===== config.mk =====
export PLATFORM = sky130hd
export DESIGN_NAME = fht_input_loader
export DESIGN_NICKNAME = d
export VERILOG_FILES = /design/src/rtl/fht_input_loader.sv
export SDC_FILE = /design/constraint.sdc
export NUM_CORES = 1
export LEC_CHECK = 0
export ABC_CLOCK_PERIOD_IN_PS = 3130
export CORE_ASPECT_RATIO = 1.4
export CORE_MARGIN = 8
export CORE_UTILIZATION = 52
export CTS_BUF_LIST = sky130_fd_sc_hd__clkbuf_8
export DETAILED_ROUTE_END_ITERATION = 7
export PLACE_DENSITY = 0.87
export SLEW_MARGIN = 20
export SYNTH_ARGS = -nofsm -noshare
export SYNTH_HDL_FRONTEND = slang
export SYNTH_SLANG_ARGS = --single-unit
export TNS_END_PERCENT = 100

===== constraint.sdc =====
create_clock -name iCLK -period 3.13 [get_ports iCLK]
set_input_delay 0.313 -clock iCLK [delete_from_list [all_inputs] [get_ports iCLK]]
set_output_delay 0.313 -clock iCLK [all_outputs]
set_load 0.01 [all_outputs]

===== src/rtl/fht_input_loader.sv =====
// ============================================================================
// fht_input_loader
// ----------------------------------------------------------------------------
// Purpose
//   Frame loader that sits directly upstream of fht_top. ADC samples arrive
//   over a valid/ready handshake. Each frame of N = 4*2^A_BIT samples is
//   scattered across the four FHT RAM banks. An optional bit-reversal of the
//   sample index is applied before the bank/address split. Once the whole
//   frame has been written, a one-cycle start pulse is issued. The next frame
//   is then held off until the transform reports completion.
//
// Parameters
//   D_BIT      FHT data width (signed)
//   ADC_WIDTH  incoming ADC sample width (signed two's complement)
//   A_BIT      address width per bank; N = 4*2^A_BIT samples per frame
//   BITREV     1: sample index is bit-reversed (A_BIT+2 bits) before mapping
//   IN_SHIFT   left shift applied after sign extension
//
// Ports
//   iCLK       in   clock, all logic on the rising edge
//   iRESET     in   synchronous active-high reset
//   iADC_DATA  in   ADC sample
//   iVALID     in   sample valid
//   oREADY     out  loader can accept a sample this cycle (IDLE/LOAD only)
//   iFHT_RDY   in   fht_top.oRDY level (high = transform done/idle)
//   iCLR_DROP  in   clears the oDROP sticky flag
//   oWE        out  one-hot bank write enable -> fht_top.iWE
//   oDATA      out  write data, broadcast to all banks
//   oADDR_WR   out  write address, broadcast to all banks
//   oSTART     out  one-cycle start pulse -> fht_top.iSTART
//   oBUSY      out  high from first accepted sample until transform done
//   oDROP      out  sticky: a sample was offered while oREADY was low
// ============================================================================
module fht_input_loader #(
    parameter int D_BIT     = 16,
    parameter int ADC_WIDTH = 12,
    parameter int A_BIT     = 8,
    parameter int BITREV    = 0,
    parameter int IN_SHIFT  = 0
) (
    input  logic                 iCLK,
    input  logic                 iRESET,
    input  logic [ADC_WIDTH-1:0] iADC_DATA,
    input  logic                 iVALID,
    output logic                 oREADY,
    input  logic                 iFHT_RDY,
    input  logic                 iCLR_DROP,
    output logic [3:0]           oWE,
    output logic [D_BIT-1:0]     oDATA,
    output logic [A_BIT-1:0]     oADDR_WR,
    output logic                 oSTART,
    output logic                 oBUSY,
    output logic                 oDROP
);

    // Sample index width: two bank-select bits plus the per-bank address.
    localparam int             K_W    = A_BIT + 2;
    localparam logic [K_W-1:0] K_ONE  = K_W'(1);
    localparam logic [K_W-1:0] K_LAST = '1;

    // A shifted sample must fit in the FHT word; there is no saturation.
    if (ADC_WIDTH + IN_SHIFT > D_BIT) begin : g_width_check
        $error("fht_input_loader: ADC_WIDTH + IN_SHIFT exceeds D_BIT");
    end

    typedef enum logic [2:0] {
        S_IDLE,
        S_LOAD,
        S_START,
        S_ACK,
        S_DONE
    } state_t;

    state_t              r_state;
    logic [K_W-1:0]      r_k;
    logic [3:0]          r_we;
    logic [D_BIT-1:0]    r_data;
    logic [A_BIT-1:0]    r_addr;
    logic                r_start;
    logic                r_drop;

    logic                w_ready;
    logic                w_accept;
    logic                w_last;
    logic [K_W-1:0]      w_r;
    logic signed [D_BIT-1:0] w_ext;
    logic signed [D_BIT-1:0] w_data;

    // Ready is decoded from the state. It is forced low while reset is
    // asserted, so no sample is taken on the reset edge.
    assign w_ready  = ~iRESET & ((r_state == S_IDLE) || (r_state == S_LOAD));
    assign w_accept = iVALID & w_ready;
    assign w_last   = (r_k == K_LAST);

    // Index mapping: optional full-width bit reversal of the sample index.
    always_comb begin
        // NOTE: every variable written here gets a default first, so no
        // path leaves it unassigned and no latch is inferred.
        w_r = r_k;
        if (BITREV != 0) begin
            for (int i = 0; i < K_W; i++) begin
                w_r[i] = r_k[K_W-1-i];
            end
        end
    end

    // A size cast of a signed operand sign-extends to the FHT width. Once
    // extended, a left shift is the same for signed and unsigned operands.
    assign w_ext  = D_BIT'($signed(iADC_DATA));
    assign w_data = w_ext <<< IN_SHIFT;

    always_ff @(posedge iCLK) begin
        if (iRESET) begin
            r_state <= S_IDLE;
            r_k     <= '0;
            r_we    <= '0;
            r_data  <= '0;
            r_addr  <= '0;
            r_start <= 1'b0;
            r_drop  <= 1'b0;
        end else begin
            // NOTE: state is updated with non-blocking assignments only, so
            // every branch below sees the pre-edge values of all registers.
            r_we    <= '0;
            r_start <= 1'b0;

            // Write path: one registered write per accepted sample. Data
            // and address hold their last value between writes.
            if (w_accept) begin
                r_we   <= 4'b0001 << w_r[1:0];
                r_data <= w_data;
                r_addr <= w_r[K_W-1:2];
                r_k    <= r_k + K_ONE;   // wraps to 0 on the last sample
            end

            // Sticky drop flag. Set has priority over clear.
            if (iVALID && !w_ready) begin
                r_drop <= 1'b1;
            end else if (iCLR_DROP) begin
                r_drop <= 1'b0;
            end

            case (r_state)
                S_IDLE: begin
                    if (w_accept) begin
                        r_state <= S_LOAD;
                    end
                end
                S_LOAD: begin
                    if (w_accept && w_last) begin
                        r_state <= S_START;
                    end
                end
                S_START: begin
                    // Entered while the last write is on the bus. The pulse
                    // therefore lands one cycle after the last write.
                    r_start <= 1'b1;
                    r_state <= S_ACK;
                end
                S_ACK: begin
                    // A high level here can be left over from the previous
                    // transform. Wait for the FHT to report busy first.
                    if (!iFHT_RDY) begin
                        r_state <= S_DONE;
                    end
                end
                S_DONE: begin
                    if (iFHT_RDY) begin
                        r_state <= S_IDLE;
                    end
                end
                default: begin
                    r_state <= S_IDLE;
                end
            endcase
        end
    end

    assign oREADY   = w_ready;
    assign oBUSY    = ~iRESET & (r_state != S_IDLE);
    assign oWE      = r_we;
    assign oDATA    = r_data;
    assign oADDR_WR = r_addr;
    assign oSTART   = r_start;
    assign oDROP    = r_drop;

endmodule


After elaboration in Yosys (flattened, before gate mapping)
Index checks and enable logic that the tools add are counted.
{"block": "op_classes", "n_addsub": 1, "eq_ne": 9, "shifts": 1, "mux": 8, "bitwise": 5, "n_reduce_logical": 9}
{"operator": "3-bit one-hot mux with 5 select lines", "n": 1}
{"operator": "3-bit two-way mux", "n": 4}
{"operator": "10-bit by 1-bit adder with 10-bit output, second input constant", "n": 1}
{"operator": "10-bit equality test, second input constant", "n": 1}
{"operator": "3-bit by 2-bit equality test with 1-bit output, second input constant", "n": 2}
{"operator": "2-bit != test, second input constant", "n": 3}
{"operator": "4-bit AND reduction", "n": 1}
{"operator": "1-bit by 2-bit << shifter with 4-bit output, first input constant", "n": 1}
{"operator": "1-bit bitwise AND", "n": 3}
{"operator": "3-bit by 1-bit equality test with 1-bit output, second input constant", "n": 1}
{"operator": "3-bit equality test, second input constant", "n": 1}
{"operator": "3-bit logical NOT", "n": 1}
{"operator": "1-bit two-way mux", "n": 3}
{"operator": "3-bit nonzero test", "n": 1}
{"operator": "1-bit logical AND", "n": 2}
{"operator": "2-bit by 1-bit != test with 1-bit output, second input constant", "n": 1}
{"operator": "1-bit NOT", "n": 2}
{"operator": "2-bit nonzero test", "n": 1}
{"operator": "2-bit OR reduction", "n": 1}
{"operator": "1-bit logical NOT", "n": 1}
{"operator": "1-bit logical OR", "n": 1}
{"block": "word_totals", "regBits": 39, "input_bits": 17, "output_inout_bits": 32, "word_cells": 40}

Depth between registers and ports, before layout
{"block": "depth", "word_depth": 7, "ltp_mapped": 6}

Worst setup path before layout
OpenSTA, ideal clock, no wires.
{"block": "synth_timing", "path_type": "register -> register", "startpoint": "reg r_state[1]", "endpoint": "reg r_data[4], in the netlist oDATA[4]", "arrival_ns": 1.435, "required_time_ns": 3.017, "slack_ns": 1.582, "stages_incl_launch_ff": 7, "period_less_slack_ns": 1.548, "cell_sequence": "dfxtp_1 buf_6 or4b_4 buf_6 buf_1 nand3b_1 nand2_1"}
{"block": "synth_between", "elab_chain_len": 4}
{"element": "from (decl)", "line": "74", "text": "state_t r_state;"}
{"element": "from (signal assigned)", "line": "114", "text": "r_state <= S_IDLE;"}
{"element": "from (signal assigned)", "line": "146", "text": "r_state <= S_LOAD;"}
{"element": "from (signal assigned)", "line": "151", "text": "r_state <= S_START;"}
{"element": "3-bit by 1-bit equality test with 1-bit output or 3-bit logical NOT (tied branches)", "line": "91", "text": "assign w_ready = ~iRESET & ((r_state == S_IDLE) || (r_state == S_LOAD));"}
{"element": "1-bit logical OR *", "line": "91"}
{"element": "1-bit bitwise AND *", "line": "91"}
{"element": "1-bit bitwise AND *", "line": "92", "text": "assign w_accept = iVALID & w_ready;"}
{"element": "to (signal assigned)", "line": "131", "text": "r_data <= w_data;"}
{"element": "to (decl)", "line": "77", "text": "logic [D_BIT-1:0] r_data;"}
Mark *: on every way between the ends. The rest lies on a longest branch, timed or not.
A chain may end at the register's enable or synchronous reset.

Final worst setup path
{"block": "layout_timing", "startpoint": "in iRESET", "endpoint": "out oREADY"}
{"block": "layout_between", "elab_chain_len": 2}
{"element": "from (decl)", "line": "42", "text": "input logic iRESET,"}
{"element": "1-bit NOT", "line": "91"}
{"element": "1-bit bitwise AND", "line": "91"}
{"element": "to (decl)", "line": "45", "text": "output logic oREADY,"}
Every way passes these cells.

==> key figures <==
Finish
  – Final design utilization: between 70% and 80%
  – Area grow syn2layout: 33.8%
  – Share of layout cells above drive strength 1: 7.02%
  – Ant diodes: 0
  – Fin cells: 267
  – Nets: 245

Synthesis
  – Post-synth top flop: dfxtp_1
  – Post-synth cell types: 33
  – Post-synthesis cell count: 184
  – Post-synth top cells: 43 x nand2_1, 39 x dfxtp_1, 19 x nand3b_1
  – Synth top area cells: dfxtp_1 48%, nand2_1 9.9%, nand3b_1 8.7%
  – Synth area leader: dfxtp_1
  – Synth top area share: 47.7%
  – Synth async-reset ratio: 0%
  – Post-synthesis instance area: 1640 um^2
  – Mapped Nets: 202
  – Synth warn: 0
  – Avg Inst Size Synth: 8.90 um^2
  – EDFF count, synth: 0
  – #FFs+latches synth: 39
  – Most common cell in the netlist: nand2_1
  – Fraction of the yosys area taken by sequential cells: 47.7%

Drt
  – Drt pass-1 iters: 4
  – Iteration-0 DRC Markers: 46
  – WL/cell: ~13 um
  – Final Routed Wirelength: between 3 and 4 mm
  – Via density: 5.00
  – Antenna Nets Post-Route: 0
  – Detailed-route via count: 1335
  – Residual DRC: 0

Floorplanning
  – Core footprint: slightly above 3000 um^2
  – Die X-Extent: 63.4 um
  – Num rows: 24
  – I/O pins: 49
  – Die ar.: around 5200 um^2
  – Die Y: 82.4 um
  – Initial Utilization: a little over half

STA
  – Tightest Pin Transition: 0.585 ns
  – Setup TNS: 0 ns
  – RSZ-0062 raised after global routing: no
  – Clock Skews: around 0.0026 ns
  – Minimum clock period: between 2 and 2.5 ns
  – Fin crit share: 75.7%
  – Final Max Tran Viols: 0
  – Final hold violation count: 0
  – Slew margin rel.: 60.8%
  – Achievable Freq: ~420 MHz
  – Setup Viol. Count Final: 0

Placement
  – Hpwl dp: 2.45 mm
  – Placed insts: 259
  – Routability cong.: between 0.7 and 0.8
  – PortBufs: 48

Clock tree
  – Post-CTS setup buffer count: 0
  – Clk buf depth: 2
  – H-tree depth: 2
  – CTS Hold Bufs: 0
  – Clock sink count: 39
  – Clock root buffer: clkbuf_8
  – CTS Buf Count: 5
  – Clock-pin slew on the worst setup and hold paths: 0.07 ns
  – Clock latency on the worst-skew pair: 0.29 ns
  – Post-CTS Resized: 0
  – CTS tree: done

Critical path
  – Worst r2r path cells: 4
  – Worst flop-to-flop path startpoint: r_state[2]$_SDFFE_PP0P_
  – Crit-path max cell delay: 0.68 ns
  – CP endpoint: oREADY
  – Setup CP Type: in -> out
  – Crit end category: primary output
  – CP max FO: 26
  – Worst reg2reg path endpoint: r_state[0]$_SDFFE_PP0P_
  – CP Launch Type: primary input
  – CP required: 2.82 ns
  – Slowest CP cell: clkdlybuf4s50_1
  – Crit path top cell by count: clkdlybuf4s50_1
  – Cells along the critical path: clkdlybuf4s50_1, buf_4, nor3_1, clkdlybuf4s50_1
  – Arrival @ worst endpoint: 2.06 ns
  – CP startpoint: iRESET
  – Flop-to-flop setup slack: 1.22 ns

Global route
  – Vias in the first global route: 1293
  – Largest net degree at the start of global routing: 32
  – Initial antenna violation count: 0
  – Grt ovf: 0
  – First-pass GRT wire length: 5.82 mm
  – GR Util All Layers: between 10% and 20%

Hold path
  – Worst hold path class: reg -> reg

Power
  – Static leakage: 0.863 nW
  – Peak supply drop: 0.388 mV
  – Power density cells: 471 nW/um^2

Flow run
  – Max Cap Viol: 0

Run status
  – Run status: finished, final reports clean
## state kept, by name, indices dropped and copies added (netlist names)
register,count
oDATA,12
r_k,10
oADDR_WR,8
oWE,4
r_state,3
oDROP,1
oSTART,1
## where the power goes
group	internal (mW)	switching [mW]	leakage (nW)
registers	0.523	0.0242	0.318
clock network	0.149	0.161	0.0505
logic	0.0986	0.0759	0.495
## metal layers
layer / vias to the layer above / track usage, % / part of all wire (%)
li1: 686 / - / -
met1: 611 / 14.4 / 43
met2: 32 / 24.2 / 49
met3: 6 / 6.07 / 6.3
met4: 0 / 7.38 / 2.0
met5: - / 0 / 0
## worst max-delay path: cells and delay by family
kind | cells | cell delay (ns)
buffers and inverters | 3 | 1.60
and+or+nand+nor | 1 | 0.15
## kinds of logic after synthesis
family / count (synthesis) / synth area share, %
AOI/OAI and AO/OA: 10 / 3.06
DFF: 39 / 47.7
muxes: 2 / 1.22
adders and majority gates: 1 / 0.764
and+or+nand+nor: 105 / 36.4
xor gates and xnor gates: 9 / 4.81
buffers and inverters: 18 / 6.11
## metrics by stage
step / setup WS, ns / area, um^2 / hold WS [ns] / total power, mW
detailed placement: 0.687 / 2110 / 0.447 / 0.734
floorplan: 1.58 / 1640 / 0.412 / 0.651
global placement: 0.738 / 2110 / 0.443 / 0.730
global route: 0.694 / 2190 / 0.488 / 1.08
finish: 0.760 / 2190 / 0.455 / 1.03
CTS: 0.782 / 2190 / 0.457 / 1.05
## cell type report
cell class,instances,area (um^2)
Timing Repair Buffer,51,503
Fill cell,258,872
Clock buffer,5,68.8
Clock inverter,3,12.5
Tap cell,39,48.8
Multi-Input combinational cell,127,766
Sequential cell,39,781
Inverter,3,11.3
## worst min-delay path by stage
stage	slack [ns]	startpoint	to	cells past startpoint
6_report	0.46	oADDR_WR[2]$_SDFFE_PP0P_	oADDR_WR[2]$_SDFFE_PP0P_	2
5_1_grt	0.49	oADDR_WR[3]$_SDFFE_PP0P_	oADDR_WR[3]$_SDFFE_PP0P_	2
4_1_cts	0.46	oADDR_WR[2]$_SDFFE_PP0P_	oADDR_WR[2]$_SDFFE_PP0P_	2
3_5_place_dp	0.45	oADDR_WR[2]$_SDFFE_PP0P_	oADDR_WR[2]$_SDFFE_PP0P_	2
3_3_place_gp	0.44	oADDR_WR[3]$_SDFFE_PP0P_	oADDR_WR[3]$_SDFFE_PP0P_	2
2_1_floorplan	0.41	iADC_DATA[0]	oDATA[0]$_SDFFE_PP0P_	2
## cell usage in the layout, fill, tap and decap left out, drive strengths merged, types with 5 or more instances in the layout
cell type       n
nor2           13
dfxtp          39
nand2          43
nand3b         19
clkbuf          5
a21oi           6
xnor2           6
clkdlybuf4s50  48
inv             5
Note: power is estimated with default switching activity, not from simulation.
